### config.mk
export PLATFORM = sky130hd
export DESIGN_NAME = data_merge_arbiter
export DESIGN_NICKNAME = d
export VERILOG_FILES = /design/src/rtl/data_merge_arbiter.sv
export SDC_FILE = /design/constraint.sdc
export NUM_CORES = 1
export LEC_CHECK = 0
export BUFFER_PORTS_ARGS = -buffer_cell sky130_fd_sc_hd__buf_2
export CAP_MARGIN = 20
export CORE_MARGIN = 10
export CORE_UTILIZATION = 34
export DETAILED_ROUTE_END_ITERATION = 7
export MAX_ROUTING_LAYER = met4
export SYNTH_ARGS = -nofsm -noshare
export SYNTH_HDL_FRONTEND = slang
export SYNTH_SLANG_ARGS = --single-unit
### constraint.sdc
create_clock -name clk -period 2.6 [get_ports clk]
set_input_delay 0.13 -clock clk [delete_from_list [all_inputs] [get_ports clk]]
set_output_delay 0.13 -clock clk [all_outputs]
set_load 0.01 [all_outputs]
### src/rtl/data_merge_arbiter.sv
// data_merge_arbiter
//   Merges two AXI-Stream requesters onto one output stream. Ownership is
//   granted per group of packets (PP_GROUP packets of PACKET_SIZE beats);
//   contention is resolved by a round-robin pointer that flips after every
//   completed group. The output is a single registered stage.
//
// Ports
//   clk, reset                  clock, synchronous active-high reset
//   PACKET_SIZE, PP_GROUP       beats per packet / packets per group
//                               (0 treated as 1, sampled when a grant starts)
//   axis_in1_*, axis_in2_*      requester streams (tdata/tvalid in, tready out)
//   axis_out_*                  merged stream (tdata/tvalid/tlast out, tready in)
//   grant                       one-hot owner: 01 in1, 10 in2, 00 arbitrating
//   group_done                  one-cycle pulse after a group's final beat
//                               has been accepted from the input
module data_merge_arbiter #(
    parameter int DW = 128
) (
    input  logic          clk,
    input  logic          reset,
    input  logic [15:0]   PACKET_SIZE,
    input  logic [7:0]    PP_GROUP,
    input  logic [DW-1:0] axis_in1_tdata,
    input  logic          axis_in1_tvalid,
    output logic          axis_in1_tready,
    input  logic [DW-1:0] axis_in2_tdata,
    input  logic          axis_in2_tvalid,
    output logic          axis_in2_tready,
    output logic [DW-1:0] axis_out_tdata,
    output logic          axis_out_tvalid,
    input  logic          axis_out_tready,
    output logic          axis_out_tlast,
    output logic [1:0]    grant,
    output logic          group_done
);

    typedef enum logic [1:0] {
        ARB    = 2'd0,
        GRANT1 = 2'd1,
        GRANT2 = 2'd2
    } state_t;

    state_t        state_q, state_d;
    logic          ptr_q, ptr_d;            // 0: in1 wins a tie, 1: in2 wins
    logic [15:0]   pkt_len_q, pkt_len_d;
    logic [7:0]    grp_len_q, grp_len_d;
    logic [15:0]   beat_q, beat_d;
    logic [7:0]    pkt_q, pkt_d;
    logic          out_vld_q, out_vld_d;
    logic          out_last_q, out_last_d;
    logic [DW-1:0] out_data_q, out_data_d;
    logic          gd_q, gd_d;

    logic          out_free;
    logic          accept1, accept2, accept;
    logic          last_beat, last_pkt;
    logic [DW-1:0] sel_data;

    // The output register can take a beat when empty or draining this cycle.
    // tready is gated by reset so no handshake completes while in reset.
    assign out_free        = !out_vld_q || axis_out_tready;
    assign axis_in1_tready = (state_q == GRANT1) && out_free && !reset;
    assign axis_in2_tready = (state_q == GRANT2) && out_free && !reset;

    assign accept1   = axis_in1_tvalid && axis_in1_tready;
    assign accept2   = axis_in2_tvalid && axis_in2_tready;
    assign accept    = accept1 || accept2;
    assign sel_data  = accept2 ? axis_in2_tdata : axis_in1_tdata;

    assign last_beat = (beat_q == pkt_len_q - 16'd1);
    assign last_pkt  = (pkt_q == grp_len_q - 8'd1);

    assign axis_out_tdata  = out_data_q;
    assign axis_out_tvalid = out_vld_q;
    assign axis_out_tlast  = out_last_q;
    assign group_done      = gd_q;

    always_comb begin
        grant = 2'b00;
        case (state_q)
            GRANT1:  grant = 2'b01;
            GRANT2:  grant = 2'b10;
            default: grant = 2'b00;
        endcase
    end

    always_comb begin
        state_d    = state_q;
        ptr_d      = ptr_q;
        pkt_len_d  = pkt_len_q;
        grp_len_d  = grp_len_q;
        beat_d     = beat_q;
        pkt_d      = pkt_q;
        gd_d       = 1'b0;
        out_vld_d  = out_vld_q;
        out_last_d = out_last_q;
        out_data_d = out_data_q;

        case (state_q)
            ARB: begin
                // Tie goes to the pointer; a lone requester always wins.
                if (axis_in1_tvalid && (!axis_in2_tvalid || !ptr_q)) begin
                    state_d = GRANT1;
                end else if (axis_in2_tvalid) begin
                    state_d = GRANT2;
                end
                if (axis_in1_tvalid || axis_in2_tvalid) begin
                    pkt_len_d = (PACKET_SIZE == 16'd0) ? 16'd1 : PACKET_SIZE;
                    grp_len_d = (PP_GROUP == 8'd0) ? 8'd1 : PP_GROUP;
                    beat_d    = 16'd0;
                    pkt_d     = 8'd0;
                end
            end
            GRANT1, GRANT2: begin
                // A stalled owner keeps the grant; only group completion releases it.
                if (accept) begin
                    if (last_beat) begin
                        beat_d = 16'd0;
                        if (last_pkt) begin
                            pkt_d   = 8'd0;
                            gd_d    = 1'b1;
                            ptr_d   = ~ptr_q;
                            state_d = ARB;
                        end else begin
                            pkt_d = pkt_q + 8'd1;
                        end
                    end else begin
                        beat_d = beat_q + 16'd1;
                    end
                end
            end
            default: state_d = ARB;
        endcase

        // Accept and drain in the same cycle keeps tvalid high with new data.
        if (accept) begin
            out_data_d = sel_data;
            out_last_d = last_beat;
            out_vld_d  = 1'b1;
        end else if (axis_out_tready) begin
            out_vld_d  = 1'b0;
        end
    end

    always_ff @(posedge clk) begin
        if (reset) begin
            state_q    <= ARB;
            ptr_q      <= 1'b0;
            pkt_len_q  <= 16'd1;
            grp_len_q  <= 8'd1;
            beat_q     <= 16'd0;
            pkt_q      <= 8'd0;
            gd_q       <= 1'b0;
            out_vld_q  <= 1'b0;
            out_last_q <= 1'b0;
            out_data_q <= '0;
        end else begin
            state_q    <= state_d;
            ptr_q      <= ptr_d;
            pkt_len_q  <= pkt_len_d;
            grp_len_q  <= grp_len_d;
            beat_q     <= beat_d;
            pkt_q      <= pkt_d;
            gd_q       <= gd_d;
            out_vld_q  <= out_vld_d;
            out_last_q <= out_last_d;
            out_data_q <= out_data_d;
        end
    end

endmodule

==> results.yml, run 1 <==
clocking:
  cts_tree: "built"
  cts.sinks: 182
  clkLatencyLatePin_ns: 0.43
  cts_root_buffer: "clkbuf_16"
  clk_pin_slew_worst_paths_ns: 0.07
  cts_buffers: 17
  htreeDepth: 4
  clockBufferDepth: 2
timing:
  clock_skew_ns: 0.0103
  tightestPinTransition_ns: 0.916
  setup_viol: 4
  slew_headroom: 0.389
  drv_slew: 0
  fin_ws_ns: -0.0994
  layout_min_cycle_time_ns: 2.70
  finalCritPeriodShare: 1.04
  timing.fmax_mhz: 370
  finalHoldViolCount: 0
  finalSetupTns_ns: -0.209
  rsz0062_at_grt: "true"
  holdWs_ns: 0.0138
die:
  fp.dieW_um: 180
  ios: 420
  die_h_um: 180
  core_area_um2: 25200
  rows: 58
  dieArea_um2: 32300
  initial_utilization: 0.345
setup_path:
  critPathKind: "flip-flop to flip-flop"
  r2r_slack_ns: -0.1
  startpoint_type: "flip-flop"
  crit_path_end: "state_q[0]"
  worstSetupEndpointType: "flip-flop"
  rr_endpoint: "state_q[0]"
  r2r_cells: 8
  cp_data_arrival_time_ns: 2.99
  crit_required_ns: 2.89
  path_max_fanout: 5
  crit_start: "pkt_len_q[3]"
  r2r_start: "pkt_len_q[3]"
route:
  vias: 8430
  vias_per_cell: 4.85
  wirelength_um: 31700
  drtAntennaViolNets: 0
  firstDrtPassIters: 5
  drc: 0
  first_iter_violations: 384
  routedWlPerCell_um: 18.2
place:
  place_congestion: 0.900
  dp_hpwl_um: 25600
  placedCellCount: 1681
  place_ws_ns: -0.254
  postPlaceCellArea_um2: 11300
  io_buffers: 419
run_status:
  violations: "setup timing"
  status: "finished, violations left"
pwr:
  pwr-share-comb: 0.340
  powerDensity_nw_per_um2: 766
  p_seq_frac: 0.368
  p_int_mw: 6.09
  clkPwrFrac: 0.292
  p_switching_mw: 3.30
  ir_drop_mv: 0.422
  netSwitchingFraction: 0.352
  p_leak_nw: 6.18
  p_total_mw: 9.39
grt:
  antenna_found_initial: 1
  overflow: 0
  grt_max_degree: 120
  grtUsageTotal: 0.189
  grt_pass1_vias: 8522
  grt_pass1_wl_um: 48100
synth:
  ys_seq_elements: 182
  async_reset_ff_frac: 0
  synth_flop_cell: "dfxtp_1"
  synth_area_per_cell_um2: 9.01
  synth_top_area_frac: 0.419
  mappedNetlistNets: 1258
  synth_cell_type_count: 56
  yosysTopAreaCell: "dfxtp_1"
  yosysWarningCount: 0
  synth.area.top_cells: "dfxtp_1, mux2i_1, a211oi_1, nor2_1, xnor2_1"
  synth_area_um2: 8690
  synth_edf_count: 0
  syn_inst: 964
  ys_seq_area_frac: 0.419
final_layout:
  fillers: 2449
  final_util: 0.486
  layout.cells.non_filler: 1739
  final_cell_area_um2: 12300
  area_growth_pct: 41.0
  final_nets: 1689
  drive_gt1_frac: 0.376
hold_path:
  hold_class: "primary input to flip-flop"
run:
  drv_cap: 0
[power groups by stage]
stage / combinational, mW / sequential [mW] / clock, mW
after detailed placement: 3.07 / 3.51 / 0
after floorplan: 1.71 / 3.65 / 0
final: 3.20 / 3.45 / 2.74
after CTS: 3.15 / 3.45 / 2.81
after global placement: 3.04 / 3.50 / 0
after global routing: 3.52 / 3.51 / 2.93
[flip-flops by register name, summed over array words and instances, names as in the netlist]
register         count
axis_out_tlast       1
pkt_q                8
beat_q              16
axis_out_tdata     128
state_q              2
ptr_q                1
grp_len_q            8
pkt_len_q           16
group_done           1
axis_out_tvalid      1
[routing by layer]
| metal | routed length, um | share of wire | global-route usage | vias up |
|---|---|---|---|---|
| li1 | - | - | - | 4344 |
| met1 | 13700 | 0.43 | 0.222 | 3838 |
| met2 | 16400 | 0.52 | 0.329 | 226 |
| met3 | 1140 | 0.036 | 0.0339 | 22 |
| met4 | 470 | 0.015 | 0.0430 | 0 |
| met5 | 0 | 0 | - | - |
[cell families after synthesis]
kind of cell / Yosys count / synth area share
AOI/OAI and AO/OA: 207 / 0.169
DFF: 182 / 0.419
buffers and inverters: 85 / 0.0389
muxes: 130 / 0.150
xor gates and xnor gates: 46 / 0.0464
adders and majority gates: 9 / 0.0130
and+or+nand+nor: 305 / 0.164
[cell usage in the layout (no fill, tap or decap), types with 3 or more instances in the layout]
master         count
o211ai_1           4
a211oi_2           3
nor4b_4            3
or3_1              4
or4_4              3
a211oi_1         128
a31oi_1            3
nor4_1             7
nor3_1            13
buf_4             41
inv_1             10
clkbuf_16         17
nand3b_1           3
dfxtp_1          179
o21ai_1            5
nand2_1           58
dlygate4sd3_1     19
nand4_1            9
xnor2_1           26
mux2i_1          129
and3_1            11
clkinv_8           3
nor2b_1            7
and2_1             4
buf_12             3
buf_2            418
inv_6              5
ha_1               8
nand3_1            6
inv_8              4
a21oi_1           32
buf_6              4
a22o_1             6
o21ai_0            8
nor2_1           159
xor2_1            19
[repair_timing]
| item | 4_1_cts | 5_1_grt |
|---|---|---|
| resized for setup | 17 | 18 |
| endpoints found under the setup margin | 27 | 28 |
| gates cloned | 0 | 1 |
| hold buffers | 19 | 0 |
| setup buffers | 2 | 3 |
| pin swaps | 15 | 11 |
| endpoints found under the hold margin | 19 | 0 |
[area by class of cell]
| type | count | area (um^2) | area share |
|---|---|---|---|
| Multi-Input combinational cell | 697 | 4810 | 0.393 |
| Sequential cell | 182 | 3650 | 0.298 |
| Timing Repair Buffer | 485 | 2700 | 0.220 |
| Clock buffer | 17 | 425 | 0.0347 |
| Tap cell | 330 | 413 | 0.0337 |
| Clock inverter | 15 | 206 | 0.0169 |
| Inverter | 12 | 45.0 | 0.00368 |
| Antenna cell | 1 | 2.50 | 0.000204 |
[synth_stat cells, types with 3 or more instances]
library cell / instances
o21ai_0: 11
dfxtp_1: 182
nor4_1: 7
nand4_1: 9
a21oi_1: 32
buf_4: 3
mux2i_1: 129
xor2_1: 19
and2_1: 5
nand2_1: 59
nor2b_1: 7
or3_1: 4
o211ai_1: 4
xnor2_1: 27
nand3b_1: 3
nor3_1: 14
nor2_1: 159
nand3_1: 6
ha_1: 9
a22o_1: 6
a211oi_1: 130
inv_1: 11
and3_1: 11
o21ai_1: 3
buf_1: 15
or4_1: 4
clkbuf_1: 54
a31oi_1: 4
[critical path, stage by stage, from the launching register on]
cell and delay [ns]:
dfxtp_2 0.32, or4_4 0.59, nor2_4 0.11, and4b_1 0.17
and3b_2 0.22, or4_4 0.60, nor4b_4 0.33, buf_4 0.18
o41ai_2 0.05
[worst min path at each step]
stage | slack [ns] | end | cells after the start | start
2_1_floorplan | 0.27 | grp_len_q[6] | 2 | PP_GROUP[6]
3_3_place_gp | 0.39 | grp_len_q[1] | 3 | PP_GROUP[1]
3_5_place_dp | 0.39 | pkt_len_q[11] | 3 | PACKET_SIZE[11]
4_1_cts | 0.0007 | pkt_len_q[10] | 3 | PACKET_SIZE[10]
5_1_grt | 0.007 | pkt_len_q[8] | 3 | PACKET_SIZE[8]
6_report | 0.01 | pkt_len_q[3] | 3 | PACKET_SIZE[3]
Power figures use the tool's default switching activity.
==> run 2, diff against run 1 <==
--- a/config.mk
+++ b/config.mk
@@ -11,6 +11,7 @@
 export CORE_UTILIZATION = 34
 export DETAILED_ROUTE_END_ITERATION = 7
 export MAX_ROUTING_LAYER = met4
+export SETUP_SLACK_MARGIN = 0.2
 export SYNTH_ARGS = -nofsm -noshare
 export SYNTH_HDL_FRONTEND = slang
 export SYNTH_SLANG_ARGS = --single-unit
==> results.yml, run 2 (synthesis gave the netlist of run 1 again) <==
run_status:
  status: "finished, violations left"
  violations: "setup timing"
grt:
  grt_max_degree: 183
  grt_pass1_wl_um: 48600
  grtUsageTotal: 0.191
  antenna_found_initial: 1
  grt_pass1_vias: 8618
  overflow: 0
clocking:
  clk_pin_slew_worst_paths_ns: 0.08
  clkLatencyLatePin_ns: 0.44
  htreeDepth: 4
  clockBufferDepth: 2
  cts_root_buffer: "clkbuf_16"
  cts.sinks: 182
  cts_buffers: 17
  cts_tree: "built"
timing:
  finalHoldViolCount: 0
  tightestPinTransition_ns: 0.938
  layout_min_cycle_time_ns: 2.67
  finalSetupTns_ns: -0.572
  slew_headroom: 0.375
  rsz0062_at_grt: "true"
  setup_viol: 11
  fin_ws_ns: -0.0729
  drv_slew: 0
  clock_skew_ns: 0.0131
  timing.fmax_mhz: 374
  finalCritPeriodShare: 1.03
route:
  drtAntennaViolNets: 0
  drc: 0
  firstDrtPassIters: 5
  routedWlPerCell_um: 18.7
  first_iter_violations: 506
  vias: 8525
  vias_per_cell: 4.91
  wirelength_um: 32500
final_layout:
  area_growth_pct: 40.9
  layout_common_cells: "buf_2, dfxtp_1, nor2_1, mux2i_1, a211oi_1"
  final_cell_area_um2: 12200
  final_common_cell: "buf_2"
  final_util: 0.486
  final_nets: 1686
  drive_gt1_frac: 0.372
  largest_reg_flops: 128
  fillers: 2407
setup_path:
  startpoint_type: "flip-flop"
  r2r_slack_ns: -0.07
  critPathKind: "flip-flop to flip-flop"
  cp_data_arrival_time_ns: 3.05
  path_max_fanout: 7
  worstSetupEndpointType: "flip-flop"
  crit_required_ns: 2.97
run:
  drv_cap: 0
pwr:
  powerDensity_nw_per_um2: 753
  ir_drop_mv: 0.402
  p_leak_nw: 6.15
  p_total_mw: 9.22
die:
  ios: 420
  dieArea_um2: 32300
  die_h_um: 180
  rows: 58
  fp.dieW_um: 180
  core_area_um2: 25200
  initial_utilization: 0.345
place:
  io_buffers: 419
  dp_hpwl_um: 25100
  postPlaceCellArea_um2: 11300
  place_congestion: 0.866
  place_ws_ns: -0.140
hold_path:
  hold_class: "primary input to flip-flop"
## run 2: cell types whose count changed in the layout (fill, tap and decap cells not counted), sizes merged
cell         before  now
inv              20   21
buf             466  458
clkinv            5    4
dlygate4sd3      19   23
bufinv            2    0
clkbuf           17   20
## run 2: what timing repair did
item,CTS,global route
endpoints found under the setup margin,29,84
buffers inserted,2,1
gates resized for setup,23,10
hold endpoints to repair,23,0
cloned,1,1
hold buffers,23,0
pin swaps,9,6
## run 2: final timing paths
path                                    startpoint                 end  cells past startpoint
worst max-delay path                  pkt_len_q[1]            pkt_q[5]                     12
worst min-delay path            axis_in2_tdata[31]  axis_out_tdata[31]                      3
worst max register to register        pkt_len_q[1]            pkt_q[5]                     12
worst min register to register        grp_len_q[7]        grp_len_q[7]                      2
## run 2: final cells by class
type                       count  area, um^2  area share
antenna                        1        2.50    0.000204
clock buffer                  19         443      0.0362
clock inverter                13         124      0.0101
inverter                      12        45.0     0.00368
multi-input combinational    697        4830       0.395
sequential                   182        3650       0.298
tap                          330         413      0.0337
timing repair buffer         482        2730       0.223
## run 2: per-stage QoR
stage          hold WS (ns)  std cells
2_1_floorplan         0.258        964
3_3_place_gp          0.386       1675
4_1_cts             0.00636       1733
3_5_place_dp          0.386       1675
6_report             0.0242       1736
5_1_grt              0.0171       1736
## run 2: routing by layer
| layer | GRT usage | part of all wire | up-vias |
|---|---|---|---|
| li1 | - | - | 4321 |
| met5 | - | 0 | - |
| met3 | 0.0380 | 0.042 | 32 |
| met2 | 0.332 | 0.51 | 244 |
| met1 | 0.220 | 0.43 | 3928 |
| met4 | 0.0509 | 0.018 | 0 |
## run 2: worst max-delay path, stage by stage (launching register included)
cell      delay, ns
dfxtp_2        0.34
inv_2          0.07
ha_4           0.13
buf_6          0.09
nor4b_4        0.29
nand4b_1       0.17
xnor2_1        0.22
nand3b_1       0.10
or4_4          0.58
buf_6          0.15
nor3_4         0.13
and2_4         0.21
a22o_1         0.14
## run 2: power breakdown
part           switching (mW)  leakage (nW)  total [mW]  internal [mW]
logic                    1.83          4.38        3.23           1.40
registers               0.251          1.48        3.45           3.20
clock network            1.24         0.282        2.54           1.30
==> run 3, diff against run 2 <==
--- a/config.mk
+++ b/config.mk
@@ -5,6 +5,7 @@
 export SDC_FILE = /design/constraint.sdc
 export NUM_CORES = 1
 export LEC_CHECK = 0
+export ABC_AREA = 1
 export BUFFER_PORTS_ARGS = -buffer_cell sky130_fd_sc_hd__buf_2
 export CAP_MARGIN = 20
 export CORE_MARGIN = 10
==> constraint.sdc (replaced) <==
create_clock -name clk -period 2.6 [get_ports clk]
set_input_delay 0.13 -clock clk [delete_from_list [all_inputs] [get_ports clk]]
set_output_delay 0.13 -clock clk [all_outputs]
set_load 0.1 [all_outputs]
==> results.yml, run 3 <==
run_status:
  status: "finished clean"
route:
  routedWlPerCell_um: 18.9
  drc: 0
  drtAntennaViolNets: 0
  vias: 11700
  vias_per_cell: 5.10
  firstDrtPassIters: 6
  wirelength_um: 43200
  first_iter_violations: 956
clocking:
  clockBufferDepth: 2
  cts.sinks: 182
  clk_pin_slew_worst_paths_ns: 0.08
  cts_tree: "built"
  htreeDepth: 4
  clkLatencyLatePin_ns: 0.45
  cts_root_buffer: "clkbuf_16"
  cts_buffers: 17
timing:
  finalCritPeriodShare: 0.885
  drv_slew: 0
  setup_viol: 0
  finalHoldViolCount: 0
  slew_headroom: 0.423
  clock_skew_ns: 0.0236
  timing.fmax_mhz: 435
  rsz0062_at_grt: "true"
  finalSetupTns_ns: 0
  layout_min_cycle_time_ns: 2.30
  tightestPinTransition_ns: 0.866
grt:
  grtUsageTotal: 0.247
  grt_pass1_wl_um: 64200
  grt_max_degree: 262
  antenna_found_initial: 15
  overflow: 0
  grt_pass1_vias: 11700
hold_path:
  hold_class: "primary input to flip-flop"
synth:
  synth_top_area_frac: 0.410
  synthMuxAreaShare: 0.00113
  yosys.cell_count.top_type: "nand2_1"
  synth_top_family_by_area: "simple AND/OR/NAND/NOR gates"
  mappedNetlistNets: 1569
  yosys.area_share.simple: 0.277
  synth_cell_type_count: 37
  synth-xor-area-share: 0.0296
  async_reset_ff_frac: 0
  ys_seq_area_frac: 0.410
  synth_area_um2: 8880
  ys_top_cells_by_count: "nand2_1, dfxtp_1, o21ai_0"
  synth_area_per_cell_um2: 6.97
  yosysTopAreaCell: "dfxtp_1"
  yosysWarningCount: 0
  synth.area.top_cells: "dfxtp_1, nand2_1, a31oi_1, o21ai_0, nor2_1"
  ys_seq_elements: 182
  synth_flop_cell: "dfxtp_1"
  synth_compound_area_frac: 0.201
  synthAdderAreaFrac: 0.0127
  synth_edf_count: 0
  syn_inst: 1275
die:
  core_area_um2: 25900
  fp.dieW_um: 182
  initial_utilization: 0.343
  rows: 59
  ios: 420
  dieArea_um2: 33000
  die_h_um: 182
pwr:
  netSwitchingFraction: 0.506
  powerDensity_nw_per_um2: 825
  p_switching_mw: 6.13
  pwr-share-comb: 0.490
  p_int_mw: 5.99
  p_total_mw: 12.1
  p_seq_frac: 0.292
  clkPwrFrac: 0.218
  ir_drop_mv: 0.365
  p_leak_nw: 6.96
setup_path:
  cp_top_family: "buffers and inverters"
  critPathKind: "flip-flop to flip-flop"
  worstSetupEndpointType: "flip-flop"
  cp_data_arrival_time_ns: 2.66
  crit_required_ns: 2.96
  startpoint_type: "flip-flop"
  crit_chain: "inv_1, ha_1, nand4_1, buf_4, buf_12, nand2_1, a31oi_1"
  path_max_fanout: 110
  critPathMaxStageDelay_ns: 0.39
  critPathBufInv: 3
  crit_path_top_delay_cell: "dfxtp_1"
final_layout:
  area_growth_pct: 65.3
  layout_common_cells: "buf_2, nand2_1, dlygate4sd3_1, dfxtp_1, o21ai_0"
  drive_gt1_frac: 0.263
  final_cell_area_um2: 14700
  final_nets: 2215
  largest_reg_flops: 128
  final_common_cell: "buf_2"
place:
  dp_hpwl_um: 27800
  io_buffers: 419
  place_congestion: 0.875
  postPlaceCellArea_um2: 11300
run:
  drv_cap: 0
==> run 3: power by group through the flow <==
stage | Combinational (mW) | Clock, mW | Sequential (mW)
after floorplan | 2.07 | 0 | 5.77
after global placement | 5.44 | 0 | 3.56
after detailed placement | 5.45 | 0 | 3.57
after CTS | 5.80 | 2.72 | 3.51
after global routing | 6.29 | 2.81 | 3.59
final | 5.94 | 2.64 | 3.54
==> run 3: logic make-up (layout without fill, tap and decap cells) <==
logic type | count (synthesis) | after routing
compound gates | 315 | 315
xor+xnor | 30 | 30
fa+ha+maj | 9 | 9
buf+inv | 157 | 816
flops | 182 | 182
mux | 1 | 1
other cells | 0 | 20
simple gates | 581 | 581
==> run 3: path summary, 6_finish.rpt <==
check                           from                  to  slack, ns  depth (start not counted)
setup / recovery          state_q[0]  axis_out_tdata[35]       0.30                          7
setup reg to reg          state_q[0]  axis_out_tdata[35]       0.30                          7
hold / removal    axis_in2_tdata[99]  axis_out_tdata[99]      0.005                          3
hold reg to reg         grp_len_q[7]        grp_len_q[7]       0.48                          2
==> run 3: layout make-up <==
class                           count  area [um^2]
Fill cell                        2311        11200
Timing Repair Buffer              709         5030
Multi-Input combinational cell    936         4670
Sequential cell                   182         3640
Clock buffer                       18          429
Tap cell                          335          419
Inverter                           75          287
Clock inverter                     14          160
Antenna cell                       20         50.0
==> run 3: routing by layer <==
metal / vias to the layer above / share of wire / GRT usage
met1: 5276 / 0.38 / 0.269
met3: 150 / 0.080 / 0.0644
met5: - / 0 / -
met2: 637 / 0.46 / 0.390
li1: 5603 / - / -
met4: 0 / 0.074 / 0.171
==> run 3: tightest hold or removal path, stage by stage <==
cell and delay [ns]:
buf_2 0.10, nand2_1 0.09, a31oi_1 0.09
==> run 3: stage by stage <==
| step | std cells | hold slack [ns] | util | setup slack, ns |
|---|---|---|---|---|
| after floorplan | 1275 | 0.265 | - | 0.206 |
| after CTS | 2268 | 0.00677 | 0.563 | 0.330 |
| after detailed placement | 1962 | 0.381 | 0.434 | 0.367 |
| final | 2289 | 0.00537 | 0.567 | 0.299 |
| after global placement | 1962 | 0.382 | 0.434 | 0.466 |
| after global routing | 2286 | 0.00660 | 0.567 | 0.182 |
==> run 3: timing repair <==
item                                    in CTS  in global routing
gates resized for setup                      0                  4
setup buffers                                0                  0
hold buffers                               274                  0
endpoints found under the setup margin       0                 65
hold endpoints to repair                   147                  0
